--- src/rtl/module_fmap_collect.sv ---
// Frame collector for a pooled conv-layer output map.
// Stores one IMG_W x IMG_H map of 8-bit signed pixels in arrival order, then
// replays it in raster order over a valid/ready stream once a read is requested.
module module_fmap_collect #(
  parameter int IMG_W = 14,
  parameter int IMG_H = 14
) (
  input  logic              clk,
  input  logic              rst_n,
  input  logic              valid_in,
  input  logic signed [7:0] din,
  input  logic              rd_start,
  input  logic              rd_ready,
  output logic              valid_out,
  output logic signed [7:0] dout,
  output logic              last_out,
  output logic              frame_done,
  output logic              busy,
  output logic              overflow
);

  localparam int DATA_W = 8;
  localparam int N      = IMG_W * IMG_H;
  // A single-pixel map still needs a one-bit pointer to stay legal.
  localparam int PTR_W  = (N > 1) ? $clog2(N) : 1;
  localparam logic [PTR_W-1:0] LAST_PTR = PTR_W'(N - 1);

  localparam logic [1:0] S_IDLE  = 2'd0;
  localparam logic [1:0] S_FILL  = 2'd1;
  localparam logic [1:0] S_FULL  = 2'd2;
  localparam logic [1:0] S_DRAIN = 2'd3;

  logic signed [DATA_W-1:0] mem [N];

  logic [1:0]       state;
  logic [PTR_W-1:0] wr_ptr;
  logic [PTR_W-1:0] rd_ptr;
  logic [PTR_W-1:0] rd_ptr_inc;
  logic [PTR_W-1:0] wr_addr;
  logic             wr_en;
  logic             hs;

  // Writes are only accepted while the map is still being collected.
  assign wr_en      = valid_in & ((state == S_IDLE) | (state == S_FILL));
  // The first pixel of a frame always lands at address 0, whatever wr_ptr holds.
  assign wr_addr    = (state == S_FILL) ? wr_ptr : '0;
  assign hs         = valid_out & rd_ready;
  assign rd_ptr_inc = rd_ptr + PTR_W'(1);

  // Frame buffer: plain storage, deliberately without reset.
  always_ff @(posedge clk) begin
    if (wr_en) begin
      mem[wr_addr] <= din;
    end
  end

  // Fill/drain sequencing, output register and status flags.
  always_ff @(posedge clk or negedge rst_n) begin
    if (!rst_n) begin
      state      <= S_IDLE;
      wr_ptr     <= '0;
      rd_ptr     <= '0;
      valid_out  <= 1'b0;
      dout       <= '0;
      last_out   <= 1'b0;
      frame_done <= 1'b0;
      busy       <= 1'b0;
      overflow   <= 1'b0;
    end else begin
      frame_done <= 1'b0;
      case (state)
        S_IDLE: begin
          if (valid_in) begin
            busy <= 1'b1;
            if (N == 1) begin
              state      <= S_FULL;
              frame_done <= 1'b1;
            end else begin
              wr_ptr <= PTR_W'(1);
              state  <= S_FILL;
            end
          end
        end
        S_FILL: begin
          if (valid_in) begin
            if (wr_ptr == LAST_PTR) begin
              wr_ptr     <= '0;
              state      <= S_FULL;
              frame_done <= 1'b1;
            end else begin
              wr_ptr <= wr_ptr + PTR_W'(1);
            end
          end
        end
        S_FULL: begin
          if (valid_in) begin
            overflow <= 1'b1;
          end
          if (rd_start) begin
            state     <= S_DRAIN;
            dout      <= mem[0];
            valid_out <= 1'b1;
            last_out  <= (N == 1);
          end
        end
        default: begin
          if (valid_in) begin
            overflow <= 1'b1;
          end
          if (hs) begin
            if (last_out) begin
              valid_out <= 1'b0;
              last_out  <= 1'b0;
              rd_ptr    <= '0;
              state     <= S_IDLE;
              busy      <= 1'b0;
            end else begin
              // Prefetch the next pixel so a held-high ready streams without bubbles.
              rd_ptr   <= rd_ptr_inc;
              dout     <= mem[rd_ptr_inc];
              last_out <= (rd_ptr_inc == LAST_PTR);
            end
          end
        end
      endcase
    end
  end

endmodule

--- config.mk ---
export PLATFORM = sky130hd
export DESIGN_NAME = module_fmap_collect
export DESIGN_NICKNAME = d
export VERILOG_FILES = /design/src/rtl/module_fmap_collect.sv
export SDC_FILE = /design/constraint.sdc
export NUM_CORES = 2
export LEC_CHECK = 0
export CAP_MARGIN = 20
export CORE_UTILIZATION = 55
export DETAILED_ROUTE_END_ITERATION = 7
export HOLD_SLACK_MARGIN = 0.12
export PLACE_DENSITY = 0.71
export SLEW_MARGIN = 20
export SYNTH_ARGS = -nofsm -noshare
export SYNTH_HDL_FRONTEND = slang
export SYNTH_SLANG_ARGS = --single-unit
--- constraint.sdc ---
create_clock -name clk -period 4.46 [get_ports clk]
set_input_delay 0.669 -clock clk [delete_from_list [all_inputs] [get_ports clk]]
set_output_delay 0.669 -clock clk [all_outputs]
set_load 0.01 [all_outputs]
======== After elaboration in Yosys (flattened, before gate mapping) ========
Memory sizes are Yosys's and may differ from the RTL's.
Cells that the tools add are included.
storage, ports and cells
  register bits ........................... 31
  latch bits .............................. 0
  RAM bits ................................ 1568
  ROM bits ................................ 0
  input bits .............................. 13
  output and inout bits ................... 13
  memories kept ........................... 1
memory list
  name  depth  bits a word  rd ports  clocked after memory_dff  write ports  line  source
  mem   196    8            2         0                         1            33    logic signed [DATA_W-1:0] mem [N];
operators by class
  add/sub/neg operators ................... 2
  $mul .................................... 0
  div/mod/pow operators ................... 0
  magnitude comparators ................... 0
  eq/ne operators ......................... 9
  shift-type cells ........................ 0
  multiplexer cells ....................... 32
  bitwise logic cells ..................... 6
  reductions and logical operators ........ 19
operator list
  operator                                              count
  2-to-1 mux 8 bit                                      8
  one-hot mux 8 bit (2 select lines)                    2
  adder 8 x 1 -> 8 bit (second input constant)          2
  equality test 8 bit (second input constant)           2
  2-to-1 mux 1 bit                                      12
  2-to-1 mux 2 bit                                      6
  AND reduction 4 bit                                   3
  nonzero test 2 bit                                    5
  nonzero test 4 bit                                    2
  != test 2 bit (second input constant)                 3
  one-hot mux 1 bit (2 select lines)                    3
  one-hot mux 2 bit (3 select lines)                    1
  AND reduction 3 bit                                   2
  AND reduction 6 bit                                   1
  != test 2 x 1 -> 1 bit (second input constant)        2
  AND reduction 2 bit                                   2
  OR reduction 2 bit                                    2
  inverter 1 bit                                        3
  OR reduction 3 bit                                    1
  AND 1 bit                                             2
  equality test 2 x 1 -> 1 bit (second input constant)  1
  equality test 2 bit (second input constant)           1
  zero test 2 bit                                       1
  bitwise OR 1 bit                                      1

======== Logic depth before layout (Yosys ltp) ========
  depth after elaboration ................. 5
  mapped depth ............................ 17

======== Worst setup path after synthesis ========
No wires, ideal clock.
  path kind ............................... reg-to-reg
  start ................................... register rd_ptr[0]
  end ..................................... register dout[3]
  arrival time ............................ 3.213 ns
  required time ........................... 4.334 ns
  path slack .............................. 1.121 ns
  cell stages (with the launch flop) ...... 16
  clock period less this slack ............ 3.339 ns
  path through ............................ dfrtp_1 > buf_4 > buf_6 > buf_4 > buf_6 > inv_1 > ha_1 > buf_4 > buf_4 > buf_2 > clkbuf_1 > mux4_2 > a2111oi_0 > o211ai_1 > a21boi_1 > nor3_1
between the ends
  cells in the longest elaborated chain, start to end .. 5
ends and longest elaborated chain
  what                                line  source
  from (decl)                         37    logic [PTR_W-1:0] rd_ptr;
  from (signal assigned)              119   rd_ptr <= rd_ptr_inc;
  adder 8 x 1 -> 8 bit                48    assign rd_ptr_inc = rd_ptr + PTR_W'(1);
  memory read (196 x 8 bit)           --
  2-to-1 mux 8 bit                    111   if (last_out) begin
  2-to-1 mux 8 bit                    110   if (hs) begin
  one-hot mux 8 bit (2 select lines)  71    case (state)
  to (signal assigned)                101   dout <= mem[0];
  to (signal assigned)                120   dout <= mem[rd_ptr_inc];
  to (decl)                           15    output logic signed [7:0] dout,
No other way between the ends. The select of a mux whose other input is x is not followed.
A chain may end at the register's enable or synchronous reset.

======== Final worst setup path ========
  start ................................... register rd_ptr[0]
  end ..................................... register dout[0]
The elaborated chain is that of the path after synthesis.

==> flow_summary.toml <==
[yosys]
ys_seq_elements = 1599
syn_area_mm2 = 0.0631
yosysWarnings = 0
ys_seq_area_share_pct = 75.9
synth_ff_type = "edfxtp_1"
synth_enable_flop_cells = 1568
postSynthAreaPerCell_um2 = 20.0
synth_top_cell_by_area = "edfxtp_1"
synthCells = 3158
synth_cell_types = 68
async_reset_ff_share_pct = 1.94
synth.top_cell.area_share_pct = 74.6
synth.area.top_cells = "edfxtp_1 (75%), mux4_2 (14%), nand2_1 (1.7%), nor2_1 (1.3%), dfrtp_1 (1.2%)"
syn-num-nets = 3178

[sta]
fin_tns_setup_ns = 0
max_freq_mhz = 252
finalCriticalPeriod_ns = 3.96
period_share_pct = 88.8
worst_pin_slew_ns = 1.14
setup_viol = 0
slew_headroom_pct = 24.1
finClkSkew_ns = 0.0450
hold_violations = 0
slew_viol_final = 0
rsz0062_at_grt = "no"

[grt]
grt_pass1_vias = 32297
grt_max_degree = 141
grt_usage_pct = 26.4
grt_pass1_wl_mm = 221
antenna_found_initial = 2
grt_overflow_total = 0

[run_status]
status = "finished, final reports clean"

[detailed_routing]
wl_per_cell_um = 30.7
route.detailed.drc = 0
dr.pass1.iters = 7
via_per_inst = 6.53
drtIter0Drc = 4440
route.vias.total = 31959
drtAntennaViolNets = 0
wl_mm = 150

[layout]
final_cells = 4894
n_fill_cell = 7579
drive_above_1_share_pct = 22.5
layout.nets = 3284
syn_to_final_growth_pct = 11.6

[placement]
dp_hpwl_mm = 92.9
gp_congestion = 0.963
portBuffers = 25
place_inst = 4601

[die]
die_h_um = 341
start_util_pct = 55.8
rows = 123
die_area_mm2 = 0.116
boundaryPins = 26
core_mm2 = 0.113
die_w_um = 341

[clock_network]
clock_latency_ns = 0.78
htree_levels = 4
cts_root_buffer = "clkbuf_16"
cts_buffers = 159
cts_buffer_depth = 3
clkSinkCount = 1599
cts.reportedPaths.clkPinSlew_ns = 0.06
cts.repair.resized = 0
cts_tree = "done"

[critical_path]
crit_required_ns = 5.10
start_kind = "flop"
cp_data_arrival_time_ns = 4.60
endpoint_kind = "flop"
critPathKind = "flop to flop"
path_max_fanout = 67

[pwr]
ir_drop_v = 0.000642
p_per_area_mw_per_mm2 = 613
power_leakage_nw = 22.1

[flow_run]
maxCapViolations = 0

[worst_hold_path]
hp-class = "primary input to flop"
state kept, by name (all words and copies together), names as in the netlist:
signal and count:
last_out 1, dout 8, state 2, overflow 1, rd_ptr 8, valid_out 1, wr_ptr 8, frame_done 1
mem 1568, busy 1
per-layer routing:
metal	GRT usage, %	part of all wire (%)	vias up
met5	0	0	-
met2	39.9	47	1925
met1	38.4	39	16588
li1	-	-	13121
met3	5.67	10	325
met4	9.99	3.7	0
logic make-up (layout without fill, tap and decap cells):
logic type | count (synthesis) | in the layout | share of synthesized area [%]
other | 0 | 1 | 0
AND/OR/NAND/NOR | 744 | 744 | 5.13
buffers and inverters | 190 | 425 | 1.60
multiplexers | 449 | 449 | 15.2
flip-flops | 1599 | 1599 | 75.9
XOR/XNOR | 8 | 8 | 0.194
adder cells (fa/ha/maj) | 7 | 7 | 0.139
AO/OA/AOI/OAI | 161 | 161 | 1.82
worst max-delay path, stage by stage (launching register included):
cell,delay (ns)
dfrtp_4,0.57
inv_1,0.14
ha_4,0.87
buf_12,0.45
buf_12,0.26
mux4_2,0.36
mux4_2,0.55
nand2_1,0.11
nand4_1,0.14
o311ai_1,0.16
o31ai_1,0.12
what timing repair did:
action,4_1_cts,5_1_grt
hold buffers,1,0
hold endpoints to repair,31,0
buffers inserted,0,0
cells in the mapped netlist, types with 4 or more instances:
cell          n
edfxtp_1   1568
mux4_2      404
nand2_1     290
nor2_1      220
nand3_1     129
clkbuf_1     75
buf_2        54
mux2i_1      38
dfrtp_1      31
and3_1       26
buf_4        24
a21oi_1      23
o21ai_0      21
buf_6        17
nand4_1      15
a31oi_1      14
o31ai_1      14
buf_1        13
a211oi_1     10
and2_1       10
nor2b_1       9
nor3_1        9
o21ai_1       9
a2111oi_0     8
a211o_1       7
ha_1          7
o2111ai_1     7
a22oi_1       6
a311oi_1      6
inv_1         6
o221ai_1      6
nand2b_1      5
or2_2         5
a221oi_1      4
a32oi_1       4
mux4_1        4
nand3b_1      4
nor3b_1       4
nor4_1        4
cell usage in the layout, fill, tap and decap left out, types with 12 or more instances in the layout:
master and count:
clkdlybuf4s50_1 16, clkinv_2 35, nand4_1 15, nand3_1 129, o31ai_1 14, mux4_2 404
clkinv_1 27, clkbuf_1 37, nor2_1 219, bufinv_16 12, buf_4 86, mux2i_1 38
clkbuf_16 161, nand2_1 290, and3_1 26, buf_12 16, edfxtp_1 1568, o21ai_0 21
a21oi_1 23, dfrtp_1 30, a31oi_1 14
report_power, final:
part           internal (mW)  switching, mW  leakage [nW]  total (mW)
clock                   7.39           5.64          2.49        13.0
combinational           5.78           7.63          5.11        13.4
sequential              16.6          0.173          14.5        16.7
per-stage QoR:
stage	cell area, um^2	worst slack (ns)	total power [mW]	utilization [%]	hold slack (ns)
floorplan	63100	1.12	26.1	-	0.373
detailed placement	65200	0.544	30.3	57.7	0.484
CTS	70300	0.495	43.2	62.2	0.303
finish	70400	0.499	43.2	62.2	0.340
global placement	65200	0.593	30.1	57.7	0.504
global route	70400	0.223	44.5	62.2	0.321
area by class of cell:
class / count / area, um^2 / area share (%)
Antenna cell: 1 / 2.50 / 0.00356
Tap cell: 1500 / 1880 / 2.67
Multi-Input combinational cell: 1369 / 14300 / 20.3
Clock buffer: 198 / 4170 / 5.92
Sequential cell: 1599 / 47900 / 68.0
Clock inverter: 92 / 928 / 1.32
Inverter: 6 / 22.5 / 0.0320
Timing Repair Buffer: 129 / 1260 / 1.79
final timing paths:
kind | slack (ns) | startpoint | end | depth (start not counted)
setup / recovery | 0.50 | rd_ptr[0] | dout[0] | 10
hold / removal | 0.34 | din[6] | mem[60][6] | 1
setup reg to reg | 0.50 | rd_ptr[0] | dout[0] | 10
hold reg to reg | 0.51 | dout[4] | dout[4] | 2
max in group asynchronous | 3.24 | rst_n | rd_ptr[0] | 2
min in group asynchronous | 0.63 | rst_n | dout[5] | 2
No activity file was read; power rests on OpenSTA's default activity.
